$ cat src/rtl/ps2_key_decoder_pkg.sv
// PS/2 keyboard decoder shared definitions: prefix bytes, set-2 letter
// scan codes, receiver states and the letter lookup helper.
package ps2_key_decoder_pkg;

    localparam logic [7:0] PS2_BREAK = 8'hF0;
    localparam logic [7:0] PS2_EXT   = 8'hE0;
    localparam int         KEY_COUNT = 26;

    // Index i holds the make code of letter 'A'+i.
    localparam logic [7:0] LETTER_CODE [KEY_COUNT] = '{
        8'h1C, 8'h32, 8'h21, 8'h23, 8'h24, 8'h2B, 8'h34,
        8'h33, 8'h43, 8'h3B, 8'h42, 8'h4B, 8'h3A, 8'h31,
        8'h44, 8'h4D, 8'h15, 8'h2D, 8'h1B, 8'h2C, 8'h3C,
        8'h2A, 8'h1D, 8'h22, 8'h35, 8'h1A
    };

    typedef enum logic [1:0] {
        RX_IDLE,
        RX_DATA,
        RX_PARITY,
        RX_STOP
    } rx_state_e;

    typedef struct packed {
        logic       hit;
        logic [4:0] idx;
    } key_hit_t;

    function automatic key_hit_t letter_lookup(input logic [7:0] code);
        key_hit_t r;
        r.hit = 1'b0;
        r.idx = '0;
        for (int i = 0; i < KEY_COUNT; i++) begin
            if (code == LETTER_CODE[i]) begin
                r.hit = 1'b1;
                r.idx = 5'(i);
            end
        end
        return r;
    endfunction

    // PS/2 uses odd parity over the 8 data bits plus the parity bit.
    function automatic logic odd_parity_ok(input logic [7:0] d,
                                           input logic       p);
        return ^{d, p};
    endfunction

endpackage

$ cat src/rtl/ps2_key_decoder_rx.sv
// PS/2 frame receiver: pin synchroniser, falling-edge detect, frame FSM,
// mid-frame timeout and parity/stop checking.
// Ports: clk, reset (async, active-high), ps2_clk/ps2_data (raw pins),
// byte_valid (1-cycle pulse), byte_data (held), frame_err (1-cycle pulse).
// Build option: define PS2_PARITY_CHECK_EN to reject frames with bad parity.
module ps2_key_decoder_rx
    import ps2_key_decoder_pkg::*;
#(
    parameter int TIMEOUT_CYCLES = 100000,
    parameter int SYNC_STAGES    = 2
) (
    input  logic       clk,
    input  logic       reset,
    input  logic       ps2_clk,
    input  logic       ps2_data,
    output logic       byte_valid,
    output logic [7:0] byte_data,
    output logic       frame_err
);

    localparam int TW = (TIMEOUT_CYCLES > 2) ? $clog2(TIMEOUT_CYCLES) : 1;
    localparam logic [TW-1:0] TO_LAST = TW'(TIMEOUT_CYCLES - 1);

    logic [SYNC_STAGES-1:0] clk_sync;
    logic [SYNC_STAGES-1:0] data_sync;
    logic                   clk_prev;
    logic                   fall;
    logic                   din;

    rx_state_e   state, state_n;
    logic [2:0]  bit_cnt, bit_cnt_n;
    logic [7:0]  shreg, shreg_n;
    logic        par_bit, par_n;
    logic [TW-1:0] to_cnt, to_cnt_n;
    logic        bv_n;
    logic [7:0]  bd_n;
    logic        fe_n;
    logic        frame_ok;

    // Idle bus is high, so the synchroniser resets to 1 to avoid a
    // phantom falling edge right after reset.
    always_ff @(posedge clk or posedge reset) begin
        if (reset) begin
            clk_sync  <= '1;
            data_sync <= '1;
            clk_prev  <= 1'b1;
        end else begin
            clk_sync  <= {clk_sync[SYNC_STAGES-2:0], ps2_clk};
            data_sync <= {data_sync[SYNC_STAGES-2:0], ps2_data};
            clk_prev  <= clk_sync[SYNC_STAGES-1];
        end
    end

    assign fall = clk_prev & ~clk_sync[SYNC_STAGES-1];
    assign din  = data_sync[SYNC_STAGES-1];

`ifdef PS2_PARITY_CHECK_EN
    assign frame_ok = din & odd_parity_ok(shreg, par_bit);
`else
    assign frame_ok = din;
`endif

    always_ff @(posedge clk or posedge reset) begin
        if (reset) begin
            state      <= RX_IDLE;
            bit_cnt    <= '0;
            shreg      <= '0;
            par_bit    <= 1'b0;
            to_cnt     <= '0;
            byte_valid <= 1'b0;
            byte_data  <= '0;
            frame_err  <= 1'b0;
        end else begin
            state      <= state_n;
            bit_cnt    <= bit_cnt_n;
            shreg      <= shreg_n;
            par_bit    <= par_n;
            to_cnt     <= to_cnt_n;
            byte_valid <= bv_n;
            byte_data  <= bd_n;
            frame_err  <= fe_n;
        end
    end

    always_comb begin
        state_n   = state;
        bit_cnt_n = bit_cnt;
        shreg_n   = shreg;
        par_n     = par_bit;
        to_cnt_n  = '0;
        bv_n      = 1'b0;
        bd_n      = byte_data;
        fe_n      = 1'b0;

        unique case (state)
            RX_IDLE: begin
                if (fall && !din) begin
                    state_n   = RX_DATA;
                    bit_cnt_n = '0;
                end
            end
            RX_DATA: begin
                if (fall) begin
                    shreg_n   = {din, shreg[7:1]};
                    bit_cnt_n = bit_cnt + 3'd1;
                    if (bit_cnt == 3'd7) begin
                        state_n = RX_PARITY;
                    end
                end
            end
            RX_PARITY: begin
                if (fall) begin
                    par_n   = din;
                    state_n = RX_STOP;
                end
            end
            RX_STOP: begin
                if (fall) begin
                    state_n = RX_IDLE;
                    if (frame_ok) begin
                        bv_n = 1'b1;
                        bd_n = shreg;
                    end else begin
                        fe_n = 1'b1;
                    end
                end
            end
            default: state_n = RX_IDLE;
        endcase

        // Mid-frame watchdog: any edge restarts it, expiry drops the frame.
        if (state != RX_IDLE && !fall) begin
            if (to_cnt == TO_LAST) begin
                state_n  = RX_IDLE;
                fe_n     = 1'b1;
                to_cnt_n = '0;
            end else begin
                to_cnt_n = to_cnt + 1'b1;
            end
        end
    end

endmodule

$ cat src/rtl/ps2_key_decoder.sv
// PS/2 set-2 keyboard decoder: tracks make/break of letters A-Z into a
// level-held key_status vector and re-exports every accepted byte.
// Ports: clk, reset (async, active-high), ps2_clk/ps2_data (raw pins),
// key_status[25:0] (bit i = 'A'+i held), byte_valid, byte_data, frame_err.
// Build option: define PS2_PARITY_CHECK_EN to reject frames with bad parity.
module ps2_key_decoder
    import ps2_key_decoder_pkg::*;
#(
    parameter int TIMEOUT_CYCLES = 100000,
    parameter int SYNC_STAGES    = 2
) (
    input  logic                 clk,
    input  logic                 reset,
    input  logic                 ps2_clk,
    input  logic                 ps2_data,
    output logic [KEY_COUNT-1:0] key_status,
    output logic                 byte_valid,
    output logic [7:0]           byte_data,
    output logic                 frame_err
);

    logic     brk;
    logic     ext;
    key_hit_t hit;

    ps2_key_decoder_rx #(
        .TIMEOUT_CYCLES (TIMEOUT_CYCLES),
        .SYNC_STAGES    (SYNC_STAGES)
    ) u_rx (
        .clk        (clk),
        .reset      (reset),
        .ps2_clk    (ps2_clk),
        .ps2_data   (ps2_data),
        .byte_valid (byte_valid),
        .byte_data  (byte_data),
        .frame_err  (frame_err)
    );

    assign hit = letter_lookup(byte_data);

    // Prefix bytes only arm flags; the next ordinary byte consumes them.
    // Extended codes are never letters, so they are dropped whole.
    always_ff @(posedge clk or posedge reset) begin
        if (reset) begin
            key_status <= '0;
            brk        <= 1'b0;
            ext        <= 1'b0;
        end else if (byte_valid) begin
            unique case (1'b1)
                (byte_data == PS2_BREAK): brk <= 1'b1;
                (byte_data == PS2_EXT):   ext <= 1'b1;
                default: begin
                    if (!ext && hit.hit) begin
                        key_status[hit.idx] <= ~brk;
                    end
                    brk <= 1'b0;
                    ext <= 1'b0;
                end
            endcase
        end
    end

endmodule
$ cat config.mk
export PLATFORM = sky130hd
export DESIGN_NAME = ps2_key_decoder
export DESIGN_NICKNAME = d
export VERILOG_FILES = /design/src/rtl/ps2_key_decoder_pkg.sv /design/src/rtl/ps2_key_decoder_rx.sv /design/src/rtl/ps2_key_decoder.sv
export SDC_FILE = /design/constraint.sdc
export NUM_CORES = 1
export LEC_CHECK = 0
export CORE_UTILIZATION = 38
export DETAILED_ROUTE_END_ITERATION = 16
export GPL_TIMING_DRIVEN = 0
export REMOVE_ABC_BUFFERS = 1
export SYNTH_ARGS = -nofsm -noshare
export SYNTH_HDL_FRONTEND = slang
export SYNTH_SLANG_ARGS = --single-unit
$ cat constraint.sdc
create_clock -name clk -period 2.4 [get_ports clk]
set_clock_uncertainty 0.2 [all_clocks]
set_input_delay 0.48 -clock clk [delete_from_list [all_inputs] [get_ports clk]]
set_output_delay 0.48 -clock clk [all_outputs]
set_load 0.1 [all_outputs]
* After elaboration in Yosys (flattened, before gate mapping)
Cells that the tools add are included.
** Storage, ports and cells
- Flip-flop bits (word level) :: 73
- Input bits :: 4
** Cells by class
- $add $sub $neg :: 2
- Order comparisons :: 2
- Equality and inequality tests :: 35
- Mux-type cells :: 52
- Bitwise operators :: 6
- Reduce and logical (&&, ||, !) cells :: 17
** Operators by type and width (count)
- two-way mux 6 bit :: 26
- == test 8 x 6 -> 1 bit, second input constant :: 16
- == test 8 x 5 -> 1 bit, second input constant :: 5
- == test 8 x 7 -> 1 bit, second input constant :: 5
- two-way mux 17 bit :: 2
- bitwise mux 26 bit :: 1
- adder 17 x 1 -> 17 bit, second input constant :: 1
- == test 17 bit, second input constant :: 1
- == test 8 bit, second input constant :: 2
- two-way mux 2 bit :: 7
- two-way mux 1 bit :: 9
- AND reduction 3 bit :: 3
- one-hot mux 2 bit (4 select lines) :: 1
- less-than comparator 5 x 6 -> 1 bit, second input constant :: 1
- two-way mux 3 bit :: 2
- one-hot mux 3 bit (2 select lines) :: 1
- AND reduction 2 bit :: 3
- demux 1 bit (select 5 bit) :: 1
- >= comparator 5 x 1 -> 1 bit, second input constant :: 1
- inverter 1 bit :: 5
- == test 2 bit, second input constant :: 2
- logical AND 1 bit :: 4
- != test 2 x 1 -> 1 bit, second input constant :: 2
- one-hot mux 1 bit (2 select lines) :: 2
- 8 further kinds :: 11

* Depth between registers and ports, before layout
- Word-level depth :: 32
- Mapped depth :: 9
- Depth with buffers taken out :: 7

* Hierarchy
From an unflattened synthesis, not the netlist that was laid out.
** Unflattened totals
- Cell total of the unflattened synthesis :: 359
- Area total of the unflattened synthesis :: 3886.2 sq um
** By module, submodules not included
- ps2_key_decoder :: times used 1, cells each 205, area an instance 1985.7 sq um, seq. area each 700.7 sq um
- ps2_key_decoder_rx :: times used 1, cells each 154, area an instance 1900.6 sq um, seq. area each 1132.3 sq um

* Worst setup path before layout
OpenSTA, ideal clock, no wires.
- Path kind :: register to register
- Start point :: register u_rx.byte_data[3]
- End point :: register key_status[9]
- Library setup time :: 0.080 ns
- Arrival time :: 2.801 ns
- Required time :: 2.120 ns
- Path slack :: -0.680 ns
- Cell stages (with the launch flop) :: 9
- Path buffers :: 2
- Path through :: dfrtp_1 -> buf_2 -> buf_2 -> xnor2_1 -> nor3_1 -> o31ai_1 -> nand2_1 -> nor4b_2 -> mux2i_1
** On the way
- Longest elaborated chain between the ends :: 31
- Elaborated cells between the ends (all ways) :: 64
- Classes of those cells :: 2 x order compare; 28 x eq/ne; 29 x mux; 1 x bitwise; 4 x reduce/logical
** Ends and longest elaborated chain
- start: declaration :: line ps2_key_decoder_rx.sv:17 : output logic [7:0] byte_data,
- start signal: assignment :: line ps2_key_decoder_rx.sv:80 : byte_data <= bd_n;
- == test 8 x 6 -> 1 bit :: line ps2_key_decoder_pkg.sv:34 : if (code == LETTER_CODE[i]) begin
- two-way mux 6 bit (25 in series) :: line ps2_key_decoder_pkg.sv:34
- less-than comparator 5 x 6 -> 1 bit (not written as such) or >= comparator 5 x 1 -> 1 bit (tied branches) :: line ps2_key_decoder.sv:54 : key_status[hit.idx] <= ~brk;
- logical AND 1 bit (not written as such) :: line ps2_key_decoder.sv:54
- two-way mux 1 bit (not written as such) :: line ps2_key_decoder.sv:54
- demux 1 bit (select 5 bit) :: line ps2_key_decoder.sv:54
- bitwise mux 26 bit :: line ps2_key_decoder.sv:54
- end signal: indexed assignment :: line ps2_key_decoder.sv:54
- end: declaration :: line ps2_key_decoder.sv:16 : output logic [KEY_COUNT-1:0] key_status,
Parallel ways exist; a longest one is shown, timed or not.
A chain may end at the register's enable or synchronous reset.

* Final worst setup path
- Start point :: register u_rx.byte_data[4]
- End point :: register key_status[3]
The elaborated chain is that of the path after synthesis.

==> results.txt <==
fmax: 388 MHz
most frequent CP cell: buf_12
Post-CTS Hold Buffers: 0
clock latency on the worst-skew pair: 0.36 ns
TritonCTS Buffers: 9
Critical Path, Cell by Cell: buf_12 > buf_12 > and3b_1 > o2111a_2 > a211oi_4 > buf_4 > nand4_4 > nand3b_1 > mux2i_1
Die Height: 104 microns
max_cap viols: 0
most frequent cells in the layout: dfrtp_1 (60), buf_4 (32), dlygate4sd2_1 (28), nor2_1 (27), inv_1 (23)
min Tclk post-route: 2.58 ns
number of unique standard cell types used by synthesis: 69
Final setup viols: 20
Die ar.: 10700 sq um
Tot GR Track Use: 0.187
Max-slew headroom: 0.363
DRT Wirelength: 9.62 mm
fraction of layout cells with a size suffix above 1: 0.376
sequential area share after synthesis: 0.467
peak supply drop: 301 uV
Starting Density: 0.396
port bufs: 39
Post-synth EDFFs: 0
TritonRoute pass-1 iters: 4
sw frac: 0.265
failing checks: negative setup slack
CTS Root Cell: clkbuf_8
Clk pwr share: 0.406
Syn Inst Count: 376
Syn-to-layout area delta: 36.6%
average size of a mapped cell: 10.4 sq um
largest net degree at the start of global routing: 74
Yosys top cell area share: 0.434
CP max FO: 6
ANT cells: 0
crit path launch type: register
Overflow after GRT: 0
Sum Neg Setup Slack: -2.33 ns
row count: 36
ranking of synthesized cells by area: dfrtp_1 (43%), mux2i_1 (4.3%), mux2_2 (3.7%)
Cell Int Power: 1.89 mW
die width: 104 microns
Worst path max stage delay: 0.51 ns
vias: 3192
#FFs+latches synth: 73
power density cells: 480 nW/um^2
core area: 9910 sq um
CP Capture Type: register
Final ANT Viol Nets: 0
DP Worst Slack: -0.855 ns
period utilization: 1.07
RSZ-0062 raised after global routing: yes
Switch Pwr: 0.681 mW
Async SR Flop Fraction: 1.00
combinational share of power: 0.061
status: complete, but fails checks
Vias per Instance: 5.43
final hold vios: 0
Req. time, crit path: 2.41 ns
drt initial violations: 122
H-tree Lvls: 3
CP max stage cell: dfrtp_4
final setup margin: -0.178 ns
Post-synth top flop: dfrtp_1
I/O pin count: 40
post-DP HPWL: 5.17 mm
Worst Path Arrival: 2.59 ns
routed wire length per instance: 16.4 microns
clk sinks: 73
Flop pwr share: 0.533
first-pass GRT wire length: 16.3 mm
leak pwr: 2.32 nW
critical setup path kind: reg -> reg
Final Max Slew Viols: 0
CTS tree: yes
Max Buffers Root-to-Sink: 2
initial antenna violation count: 0
Clock transition at path regs: 0.09 ns
Final GP Congestion: 0.896
HP Class: reg -> reg
Syn. warnings: 0
Post-Synthesis Cell Area: 3920 sq um
Synth area leader: dfrtp_1
layout net count: 457
Worst-Margin Slew: 0.960 ns
vias in the first global route: 3203
# DRC: 0
most common cell after layout, fill and taps aside: dfrtp_1
[per-stage QoR]
| stage | total power [mW] | instances | hold slack [ns] | instance area, sq um | utilization |
|---|---|---|---|---|---|
| global route | 2.69 | 588 | 0.161 | 5360 | 0.541 |
| global placement | 1.54 | 522 | 0.146 | 4340 | 0.438 |
| CTS | 2.60 | 573 | 0.159 | 5060 | 0.511 |
| finish | 2.57 | 588 | 0.159 | 5360 | 0.541 |
| floorplan | 1.50 | 350 | 0.145 | 3780 | - |
| detailed placement | 1.55 | 522 | 0.147 | 4340 | 0.438 |
[routing by layer]
| metal | vias to the layer above | GRT usage | part of all wire |
|---|---|---|---|
| li1 | 1507 | - | - |
| met1 | 1563 | 0.241 | 0.44 |
| met2 | 95 | 0.294 | 0.48 |
| met3 | 27 | 0.0491 | 0.051 |
| met4 | 0 | 0.0849 | 0.027 |
| met5 | - | 0 | 0 |
[registers in the layout, summed over array words and instances, names as in the netlist]
signal and flops:
u_rx.byte_data 8, u_rx.state 2, u_rx.byte_valid 1, ext 1
u_rx.clk_prev 1, brk 1, u_rx.bit_cnt 3, u_rx.clk_sync 2
u_rx.data_sync 2, key_status 26, u_rx.frame_err 1, u_rx.shreg 8
u_rx.to_cnt 17
[layout make-up]
class                           count  area (sq um)
Clock buffer                        9           124
Sequential cell                    73          1850
Multi-Input combinational cell    253          2240
Timing Repair Buffer               87           795
Tap cell                          133           166
Clock inverter                      7          85.1
Fill cell                         873          4550
Inverter                           26           100
[synth_stat cells (6+ instances only)]
cell	instances
buf_2	12
clkbuf_1	10
dfrtp_1	68
inv_1	24
mux2_2	13
mux2i_1	17
nand2_1	17
nand3_1	12
nand3b_1	7
nand4b_1	6
nor2_1	30
nor3_1	14
o21ai_0	14
xnor2_1	7
xor2_1	10
[power groups by stage]
stage / registers (mW) / logic (mW) / clock network, mW
finish: 1.37 / 0.156 / 1.04
CTS: 1.37 / 0.160 / 1.07
floorplan: 1.38 / 0.123 / 0
global route: 1.38 / 0.179 / 1.13
global placement: 1.39 / 0.150 / 0
detailed placement: 1.40 / 0.159 / 0
[kinds of logic after synthesis]
logic type / Yosys count / synth area share
and+or+nand+nor: 136 / 0.209
DFF: 73 / 0.467
AOI/OAI and AO/OA: 63 / 0.130
buffers and inverters: 52 / 0.0603
muxes: 30 / 0.0807
xor gates and xnor gates: 17 / 0.0380
adders and majority gates: 5 / 0.0147
[final timing paths]
check	from	endpoint	slack, ns	depth (start not counted)
hold reg to reg	u_rx.data_sync[0]	u_rx.data_sync[1]	0.16	0
hold / removal	u_rx.data_sync[0]	u_rx.data_sync[1]	0.16	0
max in group asynchronous	reset	u_rx.byte_data[3]	0.89	2
min in group asynchronous	reset	u_rx.to_cnt[3]	0.47	2
setup reg to reg	u_rx.byte_data[4]	key_status[3]	-0.18	9
setup / recovery	u_rx.byte_data[4]	key_status[3]	-0.18	9
[what timing repair did]
action	CTS	global route
gates resized for setup	102	45
gates cloned	2	0
buffers inserted	33	15
hold endpoints to repair	0	0
setup endpoints to repair	61	42
pin swaps	20	13
[worst max-delay path: cells and delay by family, from the launching register on]
kind	cells	cell delay [ns]
AOI/OAI and AO/OA	2	0.61
buffers and inverters	3	0.44
DFF	1	0.51
muxes	1	0.13
and+or+nand+nor	3	0.52
(Power assumes the default switching activity.)
